`src/rtl/com_pkg.sv`:
```
// Shared definitions for the collect-link com blocks.
//   state_t      : one-hot receive parser state encoding
//   SYNC0/SYNC1  : two-byte frame sync pattern
//   BTYPE_*      : frame type codes shared by rx, control and tx blocks
package com_pkg;

    typedef enum logic [7:0] {
        ST_IDLE = 8'b0000_0001,
        ST_SYNC = 8'b0000_0010,
        ST_HEAD = 8'b0000_0100,
        ST_LEN  = 8'b0000_1000,
        ST_DATA = 8'b0001_0000,
        ST_CHK  = 8'b0010_0000,
        ST_HOLD = 8'b0100_0000,
        ST_DONE = 8'b1000_0000
    } state_t;

    localparam logic [7:0] SYNC0 = 8'h55;
    localparam logic [7:0] SYNC1 = 8'hAA;

    localparam logic [3:0] BTYPE_INIT = 4'h0;
    localparam logic [3:0] BTYPE_INFO = 4'h1;
    localparam logic [3:0] BTYPE_DATA = 4'hE;

endpackage

```
`src/rtl/com_rx_buf.sv`:
```
// Payload buffer: DEPTH x 8 simple dual-port RAM.
//   clk, rst          : clock, synchronous active-high reset (read register only)
//   wr_en/addr/data   : synchronous write port
//   rd_addr, rd_data  : read port, registered, one cycle latency
module com_rx_buf #(
    parameter int DEPTH = 16,
    parameter int AW    = 4
) (
    input  logic          clk,
    input  logic          rst,
    input  logic          wr_en,
    input  logic [AW-1:0] wr_addr,
    input  logic [7:0]    wr_data,
    input  logic [AW-1:0] rd_addr,
    output logic [7:0]    rd_data
);

    logic [7:0] mem [DEPTH];
    logic [7:0] rd_data_reg;

    // Array contents are never reset so the write port maps onto block RAM.
    always_ff @(posedge clk) begin
        if (wr_en) begin
            mem[wr_addr] <= wr_data;
        end
    end

    always_ff @(posedge clk) begin
        if (rst) begin
            rd_data_reg <= 8'h00;
        end else begin
            rd_data_reg <= mem[rd_addr];
        end
    end

    assign rd_data = rd_data_reg;

endmodule

```
`src/rtl/com_rx_frame.sv`:
```
// Receive frame parser: hunts for 55 AA, parses HDR/LEN/payload/CHK,
// buffers the payload and holds a good frame until fd_com_read.
//   rx_data/rx_vld      : byte stream from the deserializer
//   fs_com_read         : level, a good frame is held
//   fd_com_read         : consumer has taken the frame
//   com_rx_btype/idx/len: fields of the held frame
//   buf_addr/buf_data   : payload read port, 1-cycle latency
//   err_cnt/ovr_cnt     : saturating dropped-frame / dropped-byte counts
module com_rx_frame
    import com_pkg::*;
#(
    parameter int MAX_LEN = 16,
    parameter int TIMEOUT = 450,
    localparam int AW = (MAX_LEN > 1) ? $clog2(MAX_LEN) : 1
) (
    input  logic          clk,
    input  logic          rst,
    input  logic [7:0]    rx_data,
    input  logic          rx_vld,
    output logic          fs_com_read,
    input  logic          fd_com_read,
    output logic [3:0]    com_rx_btype,
    output logic [3:0]    com_rx_idx,
    output logic [7:0]    com_rx_len,
    input  logic [AW-1:0] buf_addr,
    output logic [7:0]    buf_data,
    output logic [7:0]    err_cnt,
    output logic [7:0]    ovr_cnt
);

    localparam int GW = $clog2(TIMEOUT + 1);
    localparam logic [GW-1:0] GAP_LAST = GW'(TIMEOUT - 1);
    localparam logic [7:0]    LEN_MAX  = 8'(MAX_LEN);

    state_t        state_reg, state_next;
    logic [GW-1:0] gap_reg;
    logic [7:0]    hdr_reg, len_reg, xor_reg, wr_ptr_reg;
    logic [3:0]    btype_reg, idx_reg;
    logic [7:0]    len_out_reg, err_cnt_reg, ovr_cnt_reg;

    logic timed, err_inc, ovr_inc, accept, wr_en;

    always_comb begin
        state_next = state_reg;
        err_inc    = 1'b0;
        ovr_inc    = 1'b0;
        accept     = 1'b0;
        wr_en      = 1'b0;
        timed      = (state_reg == ST_SYNC) || (state_reg == ST_HEAD) ||
                     (state_reg == ST_LEN)  || (state_reg == ST_DATA) ||
                     (state_reg == ST_CHK);
        if (timed && !rx_vld && gap_reg == GAP_LAST) begin
            // A lone sync byte followed by silence is line noise, not a frame.
            state_next = ST_IDLE;
            err_inc    = (state_reg != ST_SYNC);
        end else begin
            unique case (state_reg)
                ST_IDLE: if (rx_vld && rx_data == SYNC0) state_next = ST_SYNC;
                ST_SYNC: if (rx_vld) begin
                    if (rx_data == SYNC1)      state_next = ST_HEAD;
                    else if (rx_data != SYNC0) state_next = ST_IDLE;
                end
                ST_HEAD: if (rx_vld) state_next = ST_LEN;
                ST_LEN: if (rx_vld) begin
                    if (rx_data > LEN_MAX) begin
                        err_inc    = 1'b1;
                        state_next = ST_IDLE;
                    end else if (rx_data == 8'h00) begin
                        state_next = ST_CHK;
                    end else begin
                        state_next = ST_DATA;
                    end
                end
                ST_DATA: if (rx_vld) begin
                    wr_en = 1'b1;
                    if (wr_ptr_reg + 8'd1 == len_reg) state_next = ST_CHK;
                end
                ST_CHK: if (rx_vld) begin
                    if (rx_data == xor_reg) begin
                        accept     = 1'b1;
                        state_next = ST_HOLD;
                    end else begin
                        err_inc    = 1'b1;
                        state_next = ST_IDLE;
                    end
                end
                ST_HOLD: begin
                    ovr_inc = rx_vld;
                    if (fd_com_read) state_next = ST_DONE;
                end
                ST_DONE: begin
                    ovr_inc    = rx_vld;
                    state_next = ST_IDLE;
                end
                default: state_next = ST_IDLE;
            endcase
        end
    end

    always_ff @(posedge clk) begin
        if (rst) begin
            state_reg   <= ST_IDLE;
            gap_reg     <= '0;
            hdr_reg     <= 8'h00;
            len_reg     <= 8'h00;
            xor_reg     <= 8'h00;
            wr_ptr_reg  <= 8'h00;
            btype_reg   <= 4'h0;
            idx_reg     <= 4'h0;
            len_out_reg <= 8'h00;
            err_cnt_reg <= 8'h00;
            ovr_cnt_reg <= 8'h00;
        end else begin
            state_reg <= state_next;

            if (!timed || rx_vld) gap_reg <= '0;
            else                  gap_reg <= gap_reg + 1'b1;

            if (rx_vld) begin
                unique case (state_reg)
                    ST_HEAD: begin
                        hdr_reg    <= rx_data;
                        xor_reg    <= rx_data;
                        wr_ptr_reg <= 8'h00;
                    end
                    ST_LEN: begin
                        len_reg <= rx_data;
                        xor_reg <= xor_reg ^ rx_data;
                    end
                    ST_DATA: begin
                        xor_reg    <= xor_reg ^ rx_data;
                        wr_ptr_reg <= wr_ptr_reg + 8'd1;
                    end
                    default: ;
                endcase
            end

            if (accept) begin
                btype_reg   <= hdr_reg[7:4];
                idx_reg     <= hdr_reg[3:0];
                len_out_reg <= len_reg;
            end

            if (err_inc && err_cnt_reg != 8'hFF) err_cnt_reg <= err_cnt_reg + 8'd1;
            if (ovr_inc && ovr_cnt_reg != 8'hFF) ovr_cnt_reg <= ovr_cnt_reg + 8'd1;
        end
    end

    com_rx_buf #(
        .DEPTH (MAX_LEN),
        .AW    (AW)
    ) u_buf (
        .clk     (clk),
        .rst     (rst),
        .wr_en   (wr_en),
        .wr_addr (wr_ptr_reg[AW-1:0]),
        .wr_data (rx_data),
        .rd_addr (buf_addr),
        .rd_data (buf_data)
    );

    assign fs_com_read  = (state_reg == ST_HOLD);
    assign com_rx_btype = btype_reg;
    assign com_rx_idx   = idx_reg;
    assign com_rx_len   = len_out_reg;
    assign err_cnt      = err_cnt_reg;
    assign ovr_cnt      = ovr_cnt_reg;

endmodule

```
`config.mk`:
```
export PLATFORM = sky130hd
export DESIGN_NAME = com_rx_frame
export DESIGN_NICKNAME = d
export VERILOG_FILES = /design/src/rtl/com_pkg.sv /design/src/rtl/com_rx_buf.sv /design/src/rtl/com_rx_frame.sv
export SDC_FILE = /design/constraint.sdc
export NUM_CORES = 1
export LEC_CHECK = 0
export BUFFER_PORTS_ARGS = -buffer_cell sky130_fd_sc_hd__buf_4
export CORE_UTILIZATION = 55
export CTS_CLUSTER_DIAMETER = 30
export DETAILED_ROUTE_END_ITERATION = 10
export GPL_ROUTABILITY_DRIVEN = 1
export PLACE_DENSITY = 0.81
export SETUP_SLACK_MARGIN = 0.2
export SLEW_MARGIN = 40
export SYNTH_ARGS = -nofsm -noshare
export SYNTH_HDL_FRONTEND = slang
export SYNTH_SLANG_ARGS = --single-unit
export TNS_END_PERCENT = 30
```
`constraint.sdc`:
```
create_clock -name clk -period 2.3 [get_ports clk]
set_input_delay 0.115 -clock clk [delete_from_list [all_inputs] [get_ports clk]]
set_output_delay 0.115 -clock clk [all_outputs]
set_load 0.005 [all_outputs]
```
==> results.yml <==
grt:
  grt_max_degree: 57
  grt_overflow: 0
  grt_pass1_vias: 6572
  grt_use_total: 0.273
  grt_pass1_wl_um: 36000
  antenna_found_initial: 0
floorplanning:
  num_rows: 46
  chipHeight_um: 132
  core_mm2: 0.0161
  die_x_um: 132
  initial_utilization: 0.573
  design.die.area_mm2: 0.0173
  io_pins: 57
cells_and_area:
  layout_common_cells: "128 x edfxtp_1, 101 x buf_4, 91 x nor2_1"
  largest_reg_flops: 128
  final_layout_size_suffix_gt1_frac: 0.342
  nets: 840
  final_common_cell: "edfxtp_1"
  final_cell_area_mm2: 0.0120
  fin_cells: 1061
  syn2layout_area_growth_pct: 30.5
place:
  postPlaceCellArea_mm2: 0.0102
  port_buffers: 56
  pre_cts_slack_ps: -36.1
  hpwlAfterDp_um: 14100
  gp_congestion: 0.924
  dp.cells: 967
routing:
  wl_per_cell_um: 22.7
  via_per_inst: 6.07
  firstDrtPassIters: 7
  drt-total-wl_um: 24100
  num_vias: 6443
  drt-initial-drc-count: 540
  route.detailed.drc: 0
  ant_nets: 0
sta:
  finalHoldViolations: 0
  rsz0062_at_grt: "yes"
  fmax_mhz: 441
  finalSetupViolCount: 0
  finalHoldWorstSlack_ps: 27.3
  min_period_ps: 2270
  tns_ps: 0
  min_period_over_period: 0.986
  worstMarginPinSlew_ps: 583
  drv_slew: 0
  slew_headroom: 0.611
  fin_ws_ps: 33.2
  finalClockSkew_ps: 18.8
critical_path:
  cp-start-kind: "flip-flop"
  end_kind: "flip-flop"
  critPathTopFamily: "compound AO/OA/AOI/OAI gates"
  critPathArrivalTime_ps: 2660
  worst_path_max_delay_cell: "o32ai_1"
  cp_max_fo: 7
  path_cells: "nand3_1 > o32ai_1 > a2bb2oi_2 > a2111oi_4 > buf_4 > o211ai_4 > buf_6 > mux2_2"
  cp.required_ps: 2690
  slowest_delay_ps: 440
  cp_num_buf_inv: 2
  setup.worst_path.class: "flip-flop to flip-flop"
power_and_ir_drop:
  p_leak_uw: 0.00450
  powerDensity_mw_per_mm2: 871
  ir_worst_vdd_v: 0.000789
synthesis:
  synth_ff_type: "edfxtp_1"
  synth_edf_count: 128
  ys_types: 61
  yosysTopAreaCell: "edfxtp_1"
  ys_seq_elements: 217
  yosysSeqAreaShare: 0.610
  syn_area_mm2: 0.00923
  syn-num-nets: 713
  synthCells: 689
  yosysTopAreaCellShare: 0.416
  postSynth.asyncResetShare: 0
  netlist_top_cells_area: "edfxtp_1 42%, dfxtp_1 19%, mux4_2 9.8%, nor2_1 4.2%, mux2i_1 3.8%"
  synth_area_per_cell_um2: 13.4
  synth_warnings: 0
clock_network:
  clock-sinks: 217
  root_buffer: "clkbuf_16"
  htree_levels: 2
  cts.reportedPaths.clkPinSlew_ps: 50
  cts_buffers: 38
  clockBufferDepth: 3
  insertion_delay_ps: 510
  tritoncts: "done"
run:
  cap_violations: 0
worst_hold_path:
  hold_class: "primary input to flip-flop"
run_status:
  status: "complete, no violations"
## cell type report
type / instances / area, µm²
Tap cell: 216 / 270
Sequential cell: 217 / 5650
Fill cell: 931 / 4080
Multi-Input combinational cell: 429 / 3720
Inverter: 9 / 36.3
Antenna cell: 1 / 2.50
Clock buffer: 49 / 1060
Clock inverter: 19 / 251
Timing Repair Buffer: 121 / 1040
## path summary, 6_finish.rpt
check,start,end,slack [ps],depth (start not counted)
max,wr_ptr_reg[4],state_reg[2],30,8
min,rx_vld,state_reg[0],30,4
max reg2reg,wr_ptr_reg[4],state_reg[2],30,8
min reg2reg,gap_reg[0],gap_reg[0],480,1
## Yosys cell counts (10+ instances only)
library cell    n
xnor2_1        21
edfxtp_1      128
nor2b_1        11
clkbuf_1       18
nor2_1        104
o21ai_0        26
nand2_1        35
xor2_1         17
nand3_1        19
dfxtp_1        89
mux2i_1        35
a21oi_1        14
nand4_1        11
mux4_2         40
nor3_1         10
## what timing repair did
item | in CTS | in global routing
hold buffers | 8 | 0
pin swaps | 10 | 17
buffers inserted | 10 | 5
hold endpoints to repair | 33 | 0
endpoints found under the setup margin | 166 | 134
gates resized for setup | 25 | 44
gates cloned | 0 | 2
## cell families after synthesis
logic type	synth area share
XOR/XNOR	0.0361
flip-flops	0.610
adder cells (fa/ha/maj)	0.0108
buffers and inverters	0.0240
multiplexers	0.139
AO/OA/AOI/OAI	0.0567
AND/OR/NAND/NOR	0.124
## metrics by stage
step	total power (µW)	util
final	10500	0.747
after global routing	10700	0.747
after CTS	10500	0.731
after detailed placement	4770	0.633
after global placement	4740	0.633
after floorplan	4580	-
## power breakdown
part	internal, µW	switching, µW	total (µW)
Clock	3840	1870	5710
Sequential	4140	26.4	4170
Combinational	266	334	600
Total	8250	2230	10500
## worst reg2reg max path, delay by kind of cell (launching register included)
family,cells,cell delay [ps]
compound gates,4,910
buf+inv,2,320
flops,1,420
mux,1,330
simple gates,1,180
## routing by layer
metal  routed length, µm  GRT usage
met1                8900      0.320
met2               12600      0.482
met3                1550     0.0502
met4                1060      0.127
met5                   0          0
(Power assumes the default switching activity.)
